--- src/rtl/camera_pkg.sv ---
// Shared types and pixel-format helpers for the DVP camera capture front-end.
// Grey conversion weights green twice so the 7-bit sum divided by four stays within 5 bits.
package camera_pkg;

    typedef enum logic [1:0] {
        IDLE    = 2'd0,
        WAIT_VS = 2'd1,
        ACTIVE  = 2'd2,
        DONE    = 2'd3
    } cam_state_e;

    localparam logic MODE_RGB444 = 1'b0;
    localparam logic MODE_GREY   = 1'b1;

    function automatic logic [11:0] rgb565_to_444(input logic [15:0] px);
        return {px[15:12], px[10:7], px[4:1]};
    endfunction

    function automatic logic [11:0] rgb565_to_grey(input logic [15:0] px);
        logic [6:0] sum_s;
        logic [4:0] y5_s;
        sum_s = {2'b00, px[15:11]} + {2'b00, px[10:6]} + {2'b00, px[10:6]} + {2'b00, px[4:0]};
        y5_s  = sum_s[6:2];
        return {y5_s[4:1], y5_s[4:1], y5_s[4:1]};
    endfunction

endpackage

--- src/rtl/camera_pixel_fmt.sv ---
// Combinational RGB565 to 12-bit frame-buffer format conversion (RGB444 or grey444).
module camera_pixel_fmt
    import camera_pkg::*;
(
    input  logic [15:0] pixel,
    input  logic        mode,
    output logic [11:0] pix_out
);

    // Select the output format for the assembled pixel
    always_comb begin
        if (mode == MODE_GREY) begin
            pix_out = rgb565_to_grey(pixel);
        end else begin
            pix_out = rgb565_to_444(pixel);
        end
    end

endmodule

--- src/rtl/camera_capture_ctrl.sv ---
// DVP capture controller: frame arming FSM, byte-pair assembly, decimation and frame-buffer writes.
// Optional window cropping is enabled by defining CAMERA_CROP_EN.
module camera_capture_ctrl
    import camera_pkg::*;
#(
    parameter int H_ACTIVE = 640,
    parameter int V_ACTIVE = 480,
    parameter int DECIM    = 2,
    parameter int ADDR_W   = 17,
    parameter int FCNT_W   = 8,
`ifdef CAMERA_CROP_EN
    parameter int CROP_W   = 320,
    parameter int CROP_H   = 240,
    parameter int MAX_PIX  = CROP_W * CROP_H
`else
    parameter int MAX_PIX  = (H_ACTIVE / DECIM) * (V_ACTIVE / DECIM)
`endif
) (
    input  logic              pclk,
    input  logic              reset,
    input  logic              vsync,
    input  logic              href,
    input  logic [7:0]        d_data,
    input  logic              capture_en,
    input  logic              single_shot,
    input  logic              mode,
`ifdef CAMERA_CROP_EN
    input  logic [10:0]       crop_x,
    input  logic [9:0]        crop_y,
`endif
    output logic              wr_en,
    output logic [ADDR_W-1:0] wr_addr,
    output logic [11:0]       wr_data,
    output logic              frame_done,
    output logic [FCNT_W-1:0] frame_cnt,
    output logic              overflow,
    output logic              busy
);

    localparam int COL_W  = 11;
    localparam int ROW_W  = 10;
    localparam int DEC_SH = (DECIM >= 4) ? 2 : ((DECIM >= 2) ? 1 : 0);
    localparam logic [COL_W-1:0] COL_MASK  = COL_W'(DECIM - 1);
    localparam logic [ROW_W-1:0] ROW_MASK  = ROW_W'(DECIM - 1);
    localparam logic [COL_W-1:0] H_LIM     = COL_W'(H_ACTIVE);
    localparam logic [ROW_W-1:0] V_LIM     = ROW_W'(V_ACTIVE);
    localparam logic [ADDR_W:0]  MAX_PIX_V = (ADDR_W + 1)'(MAX_PIX);

    cam_state_e        state_r, next_s;
    logic              vs_prev_r, href_prev_r, phase_r, armed_r, mode_r;
    logic [7:0]        hi_r;
    logic [COL_W-1:0]  col_r;
    logic [ROW_W-1:0]  row_r;
    logic [ADDR_W-1:0] addr_r;
    logic              wr_en_r, frame_done_r, overflow_r, busy_r;
    logic [ADDR_W-1:0] wr_addr_r;
    logic [11:0]       wr_data_r;
    logic [FCNT_W-1:0] frame_cnt_r;
    logic              vs_fall_s, vs_rise_s, start_s, byte_s, lo_s, line_end_s;
    logic              keep_s, full_s, crop_ok_s;
    logic [11:0]       fmt_s;

    assign vs_fall_s  = vs_prev_r & ~vsync;
    assign vs_rise_s  = ~vs_prev_r & vsync;
    assign start_s    = (state_r == WAIT_VS) && (next_s == ACTIVE);
    // Bytes only count while the frame is open; vsync high discards a half-assembled pixel
    assign byte_s     = (state_r == ACTIVE) && href && !vsync;
    assign lo_s       = byte_s && phase_r;
    assign line_end_s = (state_r == ACTIVE) && href_prev_r && !href;
    assign full_s     = ({1'b0, addr_r} >= MAX_PIX_V);
    assign keep_s     = lo_s && (col_r < H_LIM) && (row_r < V_LIM)
                        && ((col_r & COL_MASK) == {COL_W{1'b0}})
                        && ((row_r & ROW_MASK) == {ROW_W{1'b0}}) && crop_ok_s;

`ifdef CAMERA_CROP_EN
    logic [COL_W-1:0] cx_r;
    logic [ROW_W-1:0] cy_r;
    logic [COL_W:0]   col_d_s;
    logic [ROW_W:0]   row_d_s;

    assign col_d_s   = {1'b0, col_r >> DEC_SH};
    assign row_d_s   = {1'b0, row_r >> DEC_SH};
    assign crop_ok_s = (col_d_s >= {1'b0, cx_r}) && (col_d_s < ({1'b0, cx_r} + (COL_W + 1)'(CROP_W)))
                       && (row_d_s >= {1'b0, cy_r}) && (row_d_s < ({1'b0, cy_r} + (ROW_W + 1)'(CROP_H)));

    // Window origin is frozen for the whole frame at ACTIVE entry
    always_ff @(posedge pclk or negedge reset) begin
        if (!reset) begin
            cx_r <= {COL_W{1'b0}};
            cy_r <= {ROW_W{1'b0}};
        end else if (start_s) begin
            cx_r <= crop_x;
            cy_r <= crop_y;
        end
    end
`else
    assign crop_ok_s = 1'b1;
`endif

    camera_pixel_fmt u_fmt (
        .pixel   ({hi_r, d_data}),
        .mode    (mode_r),
        .pix_out (fmt_s)
    );

    // FSM state register
    always_ff @(posedge pclk or negedge reset) begin
        if (!reset) begin
            state_r <= IDLE;
        end else begin
            state_r <= next_s;
        end
    end

    // Next-state logic; an unarmed wait is abandoned once capture_en drops
    always_comb begin
        next_s = state_r;
        case (state_r)
            IDLE: begin
                if (capture_en || single_shot) next_s = WAIT_VS;
                else                           next_s = IDLE;
            end
            WAIT_VS: begin
                if (vs_fall_s)                                      next_s = ACTIVE;
                else if (!capture_en && !armed_r && !single_shot)   next_s = IDLE;
                else                                                next_s = WAIT_VS;
            end
            ACTIVE: begin
                if (vs_rise_s) next_s = DONE;
                else           next_s = ACTIVE;
            end
            DONE: begin
                if (capture_en && !armed_r) next_s = WAIT_VS;
                else                        next_s = IDLE;
            end
            default: next_s = IDLE;
        endcase
    end

    // Sync edge history, single-shot arming and per-frame mode latch
    always_ff @(posedge pclk or negedge reset) begin
        if (!reset) begin
            vs_prev_r   <= 1'b0;
            href_prev_r <= 1'b0;
            armed_r     <= 1'b0;
            mode_r      <= MODE_RGB444;
        end else begin
            vs_prev_r   <= vsync;
            href_prev_r <= href;
            if (state_r == DONE) begin
                armed_r <= 1'b0;
            end else if (single_shot && ((state_r == IDLE) || (state_r == WAIT_VS))) begin
                armed_r <= 1'b1;
            end
            if (start_s) begin
                mode_r <= mode;
            end
        end
    end

    // Byte phase, pixel position and write address; counters saturate past the active area
    always_ff @(posedge pclk or negedge reset) begin
        if (!reset) begin
            phase_r <= 1'b0;
            hi_r    <= 8'h00;
            col_r   <= {COL_W{1'b0}};
            row_r   <= {ROW_W{1'b0}};
            addr_r  <= {ADDR_W{1'b0}};
        end else if (start_s) begin
            phase_r <= 1'b0;
            col_r   <= {COL_W{1'b0}};
            row_r   <= {ROW_W{1'b0}};
            addr_r  <= {ADDR_W{1'b0}};
        end else begin
            phase_r <= byte_s ? ~phase_r : 1'b0;
            if (byte_s && !phase_r) begin
                hi_r <= d_data;
            end
            if (line_end_s) begin
                col_r <= {COL_W{1'b0}};
                if (row_r < V_LIM) row_r <= row_r + ROW_W'(1);
            end else if (lo_s && (col_r < H_LIM)) begin
                col_r <= col_r + COL_W'(1);
            end
            if (keep_s && !full_s) begin
                addr_r <= addr_r + ADDR_W'(1);
            end
        end
    end

    // Registered frame-buffer strobe and status outputs
    always_ff @(posedge pclk or negedge reset) begin
        if (!reset) begin
            wr_en_r      <= 1'b0;
            wr_addr_r    <= {ADDR_W{1'b0}};
            wr_data_r    <= 12'h000;
            frame_done_r <= 1'b0;
            frame_cnt_r  <= {FCNT_W{1'b0}};
            overflow_r   <= 1'b0;
            busy_r       <= 1'b0;
        end else begin
            wr_en_r <= keep_s && !full_s;
            if (keep_s && !full_s) begin
                wr_addr_r <= addr_r;
                wr_data_r <= fmt_s;
            end
            if (keep_s && full_s) begin
                overflow_r <= 1'b1;
            end
            frame_done_r <= (next_s == DONE);
            if (next_s == DONE) begin
                frame_cnt_r <= frame_cnt_r + FCNT_W'(1);
            end
            busy_r <= (next_s == ACTIVE);
        end
    end

    assign wr_en      = wr_en_r;
    assign wr_addr    = wr_addr_r;
    assign wr_data    = wr_data_r;
    assign frame_done = frame_done_r;
    assign frame_cnt  = frame_cnt_r;
    assign overflow   = overflow_r;
    assign busy       = busy_r;

endmodule

--- config.mk ---
export PLATFORM = sky130hd
export DESIGN_NAME = camera_capture_ctrl
export DESIGN_NICKNAME = d
export VERILOG_FILES = /design/src/rtl/camera_pkg.sv /design/src/rtl/camera_pixel_fmt.sv /design/src/rtl/camera_capture_ctrl.sv
export SDC_FILE = /design/constraint.sdc
export NUM_CORES = 1
export LEC_CHECK = 0
export BUFFER_PORTS_ARGS = -buffer_cell sky130_fd_sc_hd__buf_2
export CORE_ASPECT_RATIO = 0.8
export CORE_MARGIN = 3
export CORE_UTILIZATION = 24
export DETAILED_ROUTE_END_ITERATION = 10
export GPL_TIMING_DRIVEN = 0
export PLACE_DENSITY = 0.41
export SLEW_MARGIN = 10
export SYNTH_ARGS = -nofsm -noshare
export SYNTH_HDL_FRONTEND = slang
export SYNTH_SLANG_ARGS = --single-unit
--- constraint.sdc ---
create_clock -name pclk -period 4 [get_ports pclk]
set_input_delay 0.8 -clock pclk [delete_from_list [all_inputs] [get_ports pclk]]
set_output_delay 0.8 -clock pclk [all_outputs]
set_load 0.02 [all_outputs]
Word-level counts from Yosys, hierarchy flattened
Cells that the tools add are included.
Word-level totals
  memories: 0
  logic and storage cells: 93
  input port bits: 15
  RAM bits: 0
  flip-flop bits (word level): 94
  ROM bits: 0
  latch bits: 0
Operators by class
  $lt $le $gt $ge: 3
  shift operators: 0
  multipliers: 0
  bitwise operators: 6
  muxes and demuxes: 19
  $add $sub $neg: 7
  eq/ne operators: 5
  divide/modulo/power cells: 0
  reductions and logical operators: 36
Operator list (count)
  17-bit 2-to-1 mux: 2
  11-bit 2-to-1 mux: 3
  10-bit 2-to-1 mux: 3
  17-bit by 1-bit adder with 17-bit output, second input constant: 1
  17-bit >= comparator, second input constant: 1
  1-bit logical AND: 17
  7-bit by 5-bit adder with 7-bit output: 2
  12-bit 2-to-1 mux: 1
  11-bit by 1-bit adder with 11-bit output, second input constant: 1
  11-bit zero test: 1
  11-bit by 10-bit less-than comparator with 1-bit output, second input constant: 1
  10-bit by 1-bit adder with 10-bit output, second input constant: 1
  10-bit zero test: 1
  10-bit by 9-bit less-than comparator with 1-bit output, second input constant: 1
  8-bit by 1-bit adder with 8-bit output, second input constant: 1
  2-bit equality test, second input constant: 4
  1-bit 2-to-1 mux: 8
  2-bit one-hot mux with 4 select lines: 1
  2-bit nonzero test: 4
  1-bit zero test: 7
  5-bit by 5-bit adder with 6-bit output: 1
  1-bit NOT: 4
  2-bit AND reduction: 2
  3-bit nonzero test: 1
  5 further kinds: 7

Depth between registers and ports, before layout
  depth in word-level cells: 11
  mapped depth: 12

Modules after synthesis
From an unflattened synthesis, not the netlist that was laid out.
Second synthesis, totals
  cells, all modules: 448
  area total of the unflattened synthesis: 4453.0 um^2
Modules (own cells, without submodules)
  camera_capture_ctrl: area each 3991.3 um^2, instances 1, cells each 388
  camera_pixel_fmt: area each 461.7 um^2, instances 1, cells each 60

Worst setup path before layout
OpenSTA, ideal clock, no wires.
  kind: input port to flip-flop
  start point: input d_data[7]
  end point: register wr_data_r[10], in the netlist wr_data[10]
  arrival time: 3.238 ns
  stages on the path: 12
  path buffers: 0
  library setup time: 0.121 ns
  path slack: 0.641 ns
  cell sequence: ha_1 a31o_2 a21oi_1 xor2_1 fa_1 inv_1 ha_1 inv_1 o31ai_1 a21oi_1 mux2i_1 o22a_1
Between the ends
  longest elaborated chain between the ends: 4
Ends and longest elaborated chain
  start: declaration: RTL line camera_capture_ctrl.sv:23  | input logic [7:0] d_data,
  5-bit by 5-bit adder with 6-bit output: RTL line camera_pkg.sv:22  | sum_s = {2'b00, px[15:11]} + {2'b00, px[10:6]} + {2'b00, px[10:6]} + {2'b00, px[4:0]};
  7-bit by 5-bit adder with 7-bit output (*) (2 in a row): RTL line camera_pkg.sv:22
  12-bit 2-to-1 mux (*): RTL line camera_pixel_fmt.sv:12  | if (mode == MODE_GREY) begin
  end signal: assignment: RTL line camera_capture_ctrl.sv:205  | wr_data_r <= fmt_s;
  end: declaration: RTL line camera_capture_ctrl.sv:57  | logic [11:0] wr_data_r;
Mark *: on every way between the ends. The rest lies on a longest branch, timed or not.
A chain may end at the register's enable or synchronous reset.

Final worst setup path
  start point: input d_data[7]
  end point: register wr_data_r[2], in the netlist wr_data[2]
The elaborated chain is that of the path after synthesis.

==> summary.json <==
{
  "status": "complete, no violations",
  "critical-path-slowest-cell": "fa_1",
  "cts.path.max_buffers": 2,
  "final_max_slew_viol_count": 0,
  "fin_tns_setup_ns": 0,
  "grt_first_pass_wirelength_mm": 17.3,
  "cts_sinks": 94,
  "power_frac_comb_pct": 37.6,
  "syn-num-nets": 449,
  "power.share.switching_pct": 36.8,
  "final_count_of_negative_setup_slack_endpoints": 0,
  "ys_warn_count": 0,
  "areaGrowthSynthToFinish_pct": 20.0,
  "worst-path-max-fanout": 5,
  "cts_made_buffers": 9,
  "drt-wirelength-per-cell_microns": 13.9,
  "timing.final.crit_share_pct": 87.9,
  "routed_wl_mm": 10.3,
  "timing.clock.skew_ns": 0.0131,
  "dr.pass1.iters": 4,
  "cp_data_required_time_ns": 4.29,
  "max_slew.worst_pin.slew_ns": 1.00,
  "maxCapViolations": 0,
  "setup.worst_path.end_class": "flop",
  "route.vias.total": 3180,
  "final_net_count": 516,
  "die_area_sq_um": 20500,
  "post_synth_num_cell_types": 49,
  "fmax_mhz": 285,
  "port_buffers": 55,
  "vias_in_the_first_global_route": 3225,
  "report.final.hold_viol_count": 0,
  "drt_drc_violations_left": 0,
  "ys_dominant_reg_cell": "dfrtp_1",
  "top_level_ports": 56,
  "ctsHtreeMaxLevel": 3,
  "cell_chosen_for_the_clock_root": "clkbuf_16",
  "clkSlewWorstSetupHoldPaths_ns": 0.07,
  "core-area_sq_um": 18300,
  "average_cell_area_after_synthesis_sq_um": 10.9,
  "die_h_microns": 129,
  "detail-route-antenna-nets": 0,
  "critPathLaunchType": "input pin",
  "worstHoldPathType": "in -> async",
  "synth_sequential_area_ratio_pct": 52.0,
  "async_flop_share_pct": 100,
  "antenna_found_initial": 0,
  "power.share.clock_pct": 26.3,
  "initial_core_util_pct": 24.7,
  "layout-drive-gt1-share_pct": 19.9,
  "timing.setup.critical_path_class": "in -> reg",
  "dr_iter_0_viols": 141,
  "hold_buffers": 0,
  "cts_setup_buffers": 0,
  "seq_power_share_pct": 36.1,
  "maxSlewHeadroom_pct": 32.9,
  "crit_arrival_ns": 3.80,
  "sw_pwr_mw": 1.17,
  "number_of_enable_flip_flop_cells_after_synthesis": 0,
  "globalRouteTotalUtil_pct": 10.6,
  "pin_count_of_the_biggest_net_entering_global_routing": 62,
  "netlist_area_sq_um": 4520,
  "insertion_delay_ns": 0.36,
  "cts_tree": "yes",
  "power_per_cell_area_nw_per_um2": 583,
  "post-route-min-period_ns": 3.51,
  "postCtsResizedCells": 0,
  "viasPerCell": 4.29,
  "dp.final_hpwl_mm": 7.63,
  "layout.filler_cells": 1940,
  "synthesis.instances": 416,
  "grt_overflow": 0,
  "placementRows": 44,
  "max_stage_delay_ns": 0.49,
  "insertedDiodeCount": 0,
  "p_int_mw": 2.00,
  "power.ir.vdd_worst_uv": 191,
  "synth-seq-cells": 94,
  "gp_congestion": 0.766,
  "width_of_the_die_microns": 160,
  "cp_cell_sequence": "buf_2 > ha_1 > a31o_2 > a21oi_1 > xor2_1 > fa_1 > inv_1 > ha_1 > inv_1 > o31ai_1 > a21oi_1 > mux2i_1 > o22a_1",
  "layout.core_utilization_pct": 29.6,
  "p_leak_nw": 2.68,
  "rsz0062_at_grt": "false"
}
==> stage by stage <==
| step | area [sq um] | cells | total power [mW] | hold slack, ns | setup slack (ns) |
|---|---|---|---|---|---|
| floorplan | 4520 | 416 | 2.05 | 0.456 | 0.641 |
| CTS | 5430 | 741 | 3.22 | 0.420 | 0.490 |
| global placement | 5120 | 724 | 2.32 | 0.461 | 0.0994 |
| global route | 5430 | 741 | 3.45 | 0.437 | 0.292 |
| detailed placement | 5150 | 725 | 2.35 | 0.458 | 0.123 |
| finish | 5430 | 741 | 3.16 | 0.412 | 0.486 |
==> worst max-delay path, delay by kind of cell <==
kind                       cells  cell delay, ns
AOI/OAI and AO/OA              5            1.18
adders and majority gates      3            1.08
xor gates and xnor gates       1            0.11
buffers and inverters          3            0.26
muxes                          1            0.36
==> power groups by stage <==
stage	Clock (mW)	Combinational, mW	Sequential, mW
after global placement	0	1.16	1.16
after CTS	0.867	1.21	1.14
after detailed placement	0	1.19	1.16
final	0.831	1.19	1.14
after floorplan	0	0.874	1.18
after global routing	0.912	1.38	1.16
==> Yosys cell counts (2+ instances only) <==
cell type | count | share of area, %
inv_1 | 26 | 2.2
nor3_4 | 2 | 0.72
and4_1 | 6 | 1.2
nor3_1 | 5 | 0.55
o21ai_0 | 12 | 1.3
nand4_1 | 10 | 1.4
nor2b_1 | 6 | 0.83
a21oi_1 | 11 | 1.2
dfrtp_1 | 94 | 52
mux2_2 | 13 | 3.2
o31ai_1 | 2 | 0.33
nand3_1 | 13 | 1.4
o22a_1 | 6 | 1.2
clkbuf_1 | 7 | 0.58
nor4_1 | 7 | 0.97
nand2b_1 | 8 | 1.1
nor2_1 | 42 | 3.5
xnor2_1 | 24 | 4.6
a31oi_1 | 8 | 1.1
a21o_1 | 5 | 0.83
buf_2 | 5 | 0.55
fa_1 | 5 | 2.2
and2_1 | 2 | 0.28
nand2_1 | 32 | 2.7
ha_1 | 13 | 3.6
mux2i_1 | 6 | 1.3
mux2_1 | 8 | 2.0
xor2_1 | 12 | 2.3
and3_1 | 6 | 0.83
==> layer usage <==
metal | vias up | share of wire, % | GRT usage (%)
met5 | - | 0 | 0
met4 | 0 | 1.2 | 2.93
met3 | 9 | 3.7 | 3.06
met2 | 53 | 42 | 15.5
met1 | 1538 | 53 | 15.4
li1 | 1580 | - | -
==> kinds of logic after synthesis <==
logic type	count (synthesis)	synth area share, %
AND/OR/NAND/NOR	145	16.6
adder cells (fa/ha/maj)	18	5.81
XOR/XNOR	36	6.97
flip-flops	94	52.0
AO/OA/AOI/OAI	56	8.35
multiplexers	27	6.55
buffers and inverters	40	3.71
==> flip-flops by register name, indices dropped and copies added (netlist names), 2 cells and up <==
signal,cells
state_r,2
col_r,11
wr_addr,17
frame_cnt,8
addr_r,17
row_r,10
hi_r,8
wr_data,12
==> layout by cell type, fill, tap and decap left out, drive strengths merged, types with 2 or more instances in the layout <==
cell type,instances
nor3,7
xor2,12
nand3,13
xnor2,24
clkinv,3
and2,2
o22a,6
clkbuf,16
a21oi,11
and4,6
mux2i,6
a31oi,8
ha,13
dfrtp,94
mux2,21
nor2b,6
nor2,42
a21o,5
nand4,10
buf,63
o21ai,13
inv,30
nand2,32
nor4,7
o31ai,2
fa,5
nand2b,8
and3,6
==> path summary, 6_finish.rpt <==
kind / start / endpoint / slack, ns / depth (start not counted)
hold / removal: reset / col_r[3] / 0.41 / 1
setup / recovery: d_data[7] / wr_data[2] / 0.49 / 13
hold reg to reg: frame_cnt[7] / frame_cnt[7] / 0.47 / 1
min in group pclk: frame_cnt[7] / frame_cnt[7] / 0.47 / 1
max in group asynchronous: reset / wr_data[4] / 2.93 / 2
setup reg to reg: hi_r[4] / wr_data[2] / 0.64 / 12
==> layout make-up <==
cell class / instances / area, sq um / share of cell area, %
timing repair buffer: 56 / 305 / 5.62
inverter: 26 / 97.6 / 1.80
tap: 253 / 317 / 5.83
clock inverter: 7 / 56.3 / 1.04
clock buffer: 9 / 225 / 4.15
multi-input combinational: 282 / 2000 / 36.9
sequential: 94 / 2350 / 43.3
buffer: 14 / 70.1 / 1.29
(Power assumes the default switching activity.)
